**src/rtl/uart_transmitter.sv**
```systemverilog
// rtl/uart_transmitter.sv - 8-bit UART transmitter with one-entry holding register
// Optional parity bit compiled in with UART_TX_PARITY_EN (parity_odd selects the sense).
module uart_transmitter #(
    parameter int clk_freq   = 50_000_000,
    parameter int baud_rate  = 115200,
    parameter int parity_odd = 0
) (
    input  logic       clk,
    input  logic       reset,
    input  logic [7:0] TxData,
    input  logic       valid_tx,
    output logic       ready_tx,
    output logic       TxD,
    output logic       busy,
    output logic       tx_done
);

    localparam int bit_div = clk_freq / baud_rate;
    localparam int cw      = (bit_div < 2) ? 1 : $clog2(bit_div);
    localparam logic [cw-1:0] cnt_last = cw'(bit_div - 1);

    generate
        if (bit_div < 2 || parity_odd < 0 || parity_odd > 1) begin : g_bad_cfg
            $error("uart_transmitter: bit_div must be >= 2 and parity_odd must be 0 or 1");
        end
    endgenerate

    typedef enum logic [2:0] {
        IDLE,
        START,
        DATA,
`ifdef UART_TX_PARITY_EN
        PARITY,
`endif
        STOP
    } state_t;

    state_t          state, state_n;
    logic [cw-1:0]   cnt, cnt_n;
    logic [2:0]      bit_idx, bit_n;
    logic [7:0]      shreg, shreg_n;
    logic [7:0]      hold_data;
    logic            hold_full, hold_full_n;
    logic            load, accept, last, txd_n;
`ifdef UART_TX_PARITY_EN
    logic            par_bit, par_n;
`endif

    assign accept   = valid_tx && ready_tx;
    assign last     = (cnt == cnt_last);
    assign ready_tx = !hold_full;
    assign busy     = (state != IDLE) || hold_full;
    assign tx_done  = (state == STOP) && last;

    always_comb begin
        state_n = state;
        cnt_n   = cnt;
        bit_n   = bit_idx;
        load    = 1'b0;
        case (state)
            IDLE: begin
                if (hold_full) begin
                    load    = 1'b1;
                    state_n = START;
                    cnt_n   = '0;
                end
            end
            START: begin
                if (last) begin
                    state_n = DATA;
                    cnt_n   = '0;
                    bit_n   = 3'd0;
                end else begin
                    cnt_n = cnt + 1'b1;
                end
            end
            DATA: begin
                if (last) begin
                    cnt_n = '0;
                    if (bit_idx == 3'd7) begin
`ifdef UART_TX_PARITY_EN
                        state_n = PARITY;
`else
                        state_n = STOP;
`endif
                    end else begin
                        bit_n = bit_idx + 3'd1;
                    end
                end else begin
                    cnt_n = cnt + 1'b1;
                end
            end
`ifdef UART_TX_PARITY_EN
            PARITY: begin
                if (last) begin
                    state_n = STOP;
                    cnt_n   = '0;
                end else begin
                    cnt_n = cnt + 1'b1;
                end
            end
`endif
            STOP: begin
                if (last) begin
                    cnt_n = '0;
                    // Reload straight into START so back-to-back frames have no idle gap.
                    if (hold_full) begin
                        load    = 1'b1;
                        state_n = START;
                    end else begin
                        state_n = IDLE;
                    end
                end else begin
                    cnt_n = cnt + 1'b1;
                end
            end
            default: begin
                state_n = IDLE;
                cnt_n   = '0;
            end
        endcase

        shreg_n = load ? hold_data : shreg;
`ifdef UART_TX_PARITY_EN
        par_n = load ? (^hold_data ^ (parity_odd != 0)) : par_bit;
`endif
        hold_full_n = accept ? 1'b1 : (load ? 1'b0 : hold_full);

        // Line level is computed from the next state so TxD can be a plain register.
        case (state_n)
            START:   txd_n = 1'b0;
            DATA:    txd_n = shreg_n[bit_n];
`ifdef UART_TX_PARITY_EN
            PARITY:  txd_n = par_n;
`endif
            default: txd_n = 1'b1;
        endcase
    end

    always_ff @(posedge clk or posedge reset) begin
        if (reset) begin
            state     <= IDLE;
            cnt       <= '0;
            bit_idx   <= 3'd0;
            shreg     <= 8'd0;
            hold_data <= 8'd0;
            hold_full <= 1'b0;
            TxD       <= 1'b1;
`ifdef UART_TX_PARITY_EN
            par_bit   <= 1'b0;
`endif
        end else begin
            state     <= state_n;
            cnt       <= cnt_n;
            bit_idx   <= bit_n;
            shreg     <= shreg_n;
            hold_full <= hold_full_n;
            TxD       <= txd_n;
            if (accept) begin
                hold_data <= TxData;
            end
`ifdef UART_TX_PARITY_EN
            par_bit   <= par_n;
`endif
        end
    end

endmodule

```
**config.mk**
```make
export PLATFORM = sky130hd
export DESIGN_NAME = uart_transmitter
export DESIGN_NICKNAME = d
export VERILOG_FILES = /design/src/rtl/uart_transmitter.sv
export SDC_FILE = /design/constraint.sdc
export NUM_CORES = 1
export LEC_CHECK = 0
export CAP_MARGIN = 20
export CORE_MARGIN = 4
export CORE_UTILIZATION = 30
export CTS_CLUSTER_DIAMETER = 40
export DETAILED_ROUTE_END_ITERATION = 8
export GPL_ROUTABILITY_DRIVEN = 1
export PLACE_DENSITY = 0.47
export SLEW_MARGIN = 20
export SYNTH_ARGS = -nofsm -noshare
export SYNTH_HDL_FRONTEND = slang
export SYNTH_SLANG_ARGS = --single-unit
```
**constraint.sdc**
```tcl
create_clock -name clk -period 4.18 [get_ports clk]
set_clock_uncertainty 0.2 [all_clocks]
set_input_delay 0.836 -clock clk [delete_from_list [all_inputs] [get_ports clk]]
set_output_delay 0.836 -clock clk [all_outputs]
set_load 0.02 [all_outputs]
```
# Word-level counts from Yosys, hierarchy flattened
# Index checks and enable logic that the tools add are counted.
dict set report classes {
  reduce_logical 8
  n_lt_le_gt_ge 1
  mux 23
  eq_ne 8
  addsub 2
}
# op n
set ops {}
lappend ops {{two-way mux 3 bit} 8}
lappend ops {{two-way mux 9 bit} 2}
lappend ops {{case mux 9 bit (2 select lines)} 1}
lappend ops {{case mux 3 bit (4 select lines)} 1}
lappend ops {{adder 9 x 1 -> 9 bit (second input constant)} 1}
lappend ops {{equality test 3 x 2 -> 1 bit (second input constant)} 3}
lappend ops {{equality test 9 bit (second input constant)} 1}
lappend ops {{two-way mux 8 bit} 1}
lappend ops {{equality test 3 x 1 -> 1 bit (second input constant)} 2}
lappend ops {{two-way mux 1 bit} 6}
lappend ops {{case mux 3 bit (2 select lines)} 1}
lappend ops {{less-than comparator 3 x 4 -> 1 bit (second input constant)} 1}
lappend ops {{case mux 1 bit (2 select lines)} 2}
lappend ops {{adder 3 x 1 -> 3 bit (second input constant)} 1}
lappend ops {{binary-select mux 1 bit (select 3 bit)} 1}
lappend ops {{equality test 3 bit (second input constant)} 1}
lappend ops {{logical NOT 3 bit} 1}
lappend ops {{nonzero test 3 bit} 1}
lappend ops {{OR reduction 3 bit} 1}
lappend ops {{logical AND 1 bit} 2}
lappend ops {{inequality test 2 bit (second input constant)} 1}
lappend ops {{nonzero test 2 bit} 1}
lappend ops {{logical NOT 1 bit} 1}
lappend ops {{logical OR 1 bit} 1}
dict set report word_totals {
  out_inout_bits 4
  inputBits 11
  ff_bits 33
  wordCells 49
}

# Logic depth before layout (Yosys ltp)
dict set report depth {
  word_depth 7
  ltp_mapped 9
  mapped_depth_nobuf 9
}

# Worst setup path before layout
# OpenSTA, ideal clock, no wires.
dict set report synth_path {
  kind {register to output}
  from {register cnt[3]}
  to {output port tx_done}
  path_stages_with_launch 4
  arrival_ps 1645
  slack_ps 1499
  n_path_buf 0
  t_required_ps 3144
  cell_sequence {dfrtp_1 > nor4b_1 > nand2_1 > nor3_1}
}
dict set report synth_between {
  elab_chain_len 2
}
# element line_no
set synth_lines {}
lappend synth_lines {{start, declared} 39} ;# logic [cw-1:0] cnt, cnt_n;
lappend synth_lines {{start signal, assigned} 154} ;# cnt <= cnt_n;
lappend synth_lines {{equality test 9 bit} 50} ;# assign last = (cnt == cnt_last);
lappend synth_lines {{logical AND 1 bit} 53} ;# assign tx_done = (state == STOP) && last;
lappend synth_lines {{end, declared} 15} ;# output logic tx_done
# Every way passes these cells.

# Worst setup path in the final report
# Ends and elaborated chain as after synthesis.

==> metrics <==
status finished, final reports clean; asr flop ratio synth 100%; Max Cap Violations 0; Setup Buffers After CTS 0; Area Growth Syn to Fin 17.4%; Cell Area, Synth 0.00174 mm²; Synth top area share 46.1%; mean number of vias per cell 4.90; sw frac 29.0%; ys flop type dfrtp_1; largest net degree at the start of global routing 34; critical path endpoint category primary output; largest family of logic cells by synthesized area simple AND/OR/NAND/NOR gates; vias in the first global route 1316; clk sink count 33; crit path max fanout 7; internal power 0.618 mW; Mapped Nets 178; Pre-Repair DR Iteration Count 4; initial antenna violation count 0; Skew-Pair Late Insertion Delay 280 ps; largest cells by area after synthesis dfrtp_1 (46%), mux2_2 (9.1%), o21ai_0 (2.6%); clk slew on worst S/H paths 70 ps; XOR/XNOR share of the synthesized area 2.02%; Post-Syn Area per Cell 10.6 µm²; routability cong. 0.724; Die H 84.1 µm; Mapped Cells 164; hold buffers post-CTS 0; Max-slew headroom 49.7%; Hold WC Path Type reg2reg; first-iteration detailed-routing DRC count 68; CTS root buffer clkbuf_8; row cnt 27; Peak Freq 0.279 GHz; Startpoint Class register; total number of vias 1245; Synth cell types 47; VDD IR max 0.233 mV; P_leak 0.844 nW; # IOs 15; setup TNS 0 ps; switching pwr 0.252 mW; CTS tree built; Pwr per Cell Area 427 mW/mm²; worst slack, placed 907 ps; sequential cell fraction of total power 51.0%; Final Hold Fails 0; worst-margin pin slew 753 ps; Worst Path Required 3140 ps; Routed WL per cell 14.3 µm; mux share of post-synthesis cell area 11.4%; HPWL Detailed 2590 µm; Die W 84.1 µm; placed cells 246; part of the cycle the worst path needs 85.8%; Final Net Count 195; Gates resized, CTS repair 0; Logic pwr share 22.2%; ANT nets after route 0; Initial Util 31.2%; clock share of power 26.7%; Seq/Total Area, Yosys 47.6%; number of port buffers 14; global-route wire length before repair 6310 µm; clk buf depth 2; WS Path Type reg2out; gr usage total 11.1%; CP Data Arrival Time 2550 ps; Post-synth EDFFs 0; die area 0.00707 mm²; CTS buffer count 5; worst hold slack 304 ps; Post-Synth Simple-Gate Area 20.4%; layout cells sized above 1 17.6%; core footprint 0.00557 mm²; htree depth 2; diode count 0; Slew Limit Fails 0; drt drc 0; post-synthesis compound-gate area fraction 13.5%; Synth Register Bits 33; setup slack after layout 592 ps; non-filler cells, final 254; Post-Synth Adder-Cell Area 2.16%; post-detailed-routing wire length 3640 µm; clock period minus worst slack 3590 ps; largest area contributor in the netlist dfrtp_1; RSZ-0062 raised after global routing false; final setup vio count 0; yosys warns 0; global route overflow 0
==> worst max-delay path, cell delays in order (launching register included) <==
cell	delay [ps]
dfrtp_1	450
nor4b_1	590
nand2_1	340
nor3_1	260
clkdlybuf4s50_1	630
==> sequential cells by signal, summed over array words and instances (netlist names) <==
| name | cells |
|---|---|
| state | 3 |
| shreg | 8 |
| bit_idx | 3 |
| cnt | 9 |
| hold_full | 1 |
| TxD | 1 |
| hold_data | 8 |
==> logic make-up after synthesis <==
kind of cell / after synthesis
mux: 18
fa+ha+maj: 3
flops: 33
other cells: 1
compound gates: 30
simple gates: 62
buf+inv: 13
xor+xnor: 4
==> cell type report <==
| cell class | count | area [µm²] |
|---|---|---|
| Fill cell | 571 | 3530 |
| Multi-Input combinational cell | 118 | 862 |
| Sequential cell | 33 | 827 |
| Timing Repair Buffer | 15 | 148 |
| Tap cell | 72 | 90.1 |
| Clock buffer | 6 | 72.6 |
| Inverter | 8 | 30.0 |
| Clock inverter | 2 | 10.0 |
==> routing by layer <==
layer / wire [µm] / track usage (%) / vias to the layer above / part of all wire [%]
met5: 0 / 0 / - / 0
met4: 25 / 3.95 / 0 / 0.69
met3: 102 / 3.36 / 2 / 2.8
met2: 1790 / 18.4 / 11 / 49
met1: 1720 / 13.5 / 613 / 47
li1: - / - / 619 / -
==> worst paths after layout <==
path                       startpoint       end  slack (ps)  cells after the start
max in group asynchronous       reset       TxD        2690                      3
max                            cnt[3]   tx_done         590                      4
max reg2reg                    cnt[3]       TxD        1310                      7
min                          shreg[3]  shreg[3]         300                      1
min in group asynchronous       reset    cnt[0]         750                      3
min reg2reg                  shreg[3]  shreg[3]         300                      1
==> power groups by stage <==
stage	logic (mW)	clock network, mW	registers (mW)
final	0.193	0.233	0.444
after global routing	0.219	0.258	0.453
after CTS	0.198	0.242	0.445
after detailed placement	0.197	0	0.450
after global placement	0.191	0	0.447
after floorplan	0.150	0	0.432
==> cells in the final DEF, fill, tap and decap left out, drive strengths merged, types with 3 or more instances in the layout <==
| cell type | count |
|---|---|
| and3 | 4 |
| nand3 | 7 |
| mux2 | 14 |
| o21ai | 9 |
| ha | 3 |
| o31ai | 4 |
| clkbuf | 6 |
| mux2i | 4 |
| clkdlybuf4s50 | 14 |
| nor2 | 11 |
| nor2b | 5 |
| nand2 | 14 |
| dfrtp | 32 |
| nand2b | 5 |
| inv | 8 |
| xor2 | 3 |
| nor3 | 3 |
==> cell usage after synthesis (2+ instances only) <==
cell type,n
dfrtp_1,32
mux2_2,14
nand2_1,12
nor2_1,11
o21ai_0,9
inv_1,8
nand3_1,7
clkbuf_1,5
nand2b_1,5
nor2b_1,5
and3_1,4
mux2i_1,4
ha_1,3
o31ai_1,3
xor2_1,3
a21o_1,2
a22oi_1,2
a31oi_1,2
nand2_2,2
nand4_1,2
nor3_1,2
nor4b_1,2
==> per-stage QoR <==
stage | total power, mW | util, % | instance area (µm²)
after floorplan | 0.581 | - | 1740
final | 0.870 | 36.6 | 2040
after detailed placement | 0.647 | 35.1 | 1960
after global placement | 0.638 | 35.1 | 1960
after global routing | 0.930 | 36.6 | 2040
after CTS | 0.885 | 36.6 | 2040
Power figures use the tool's default switching activity.
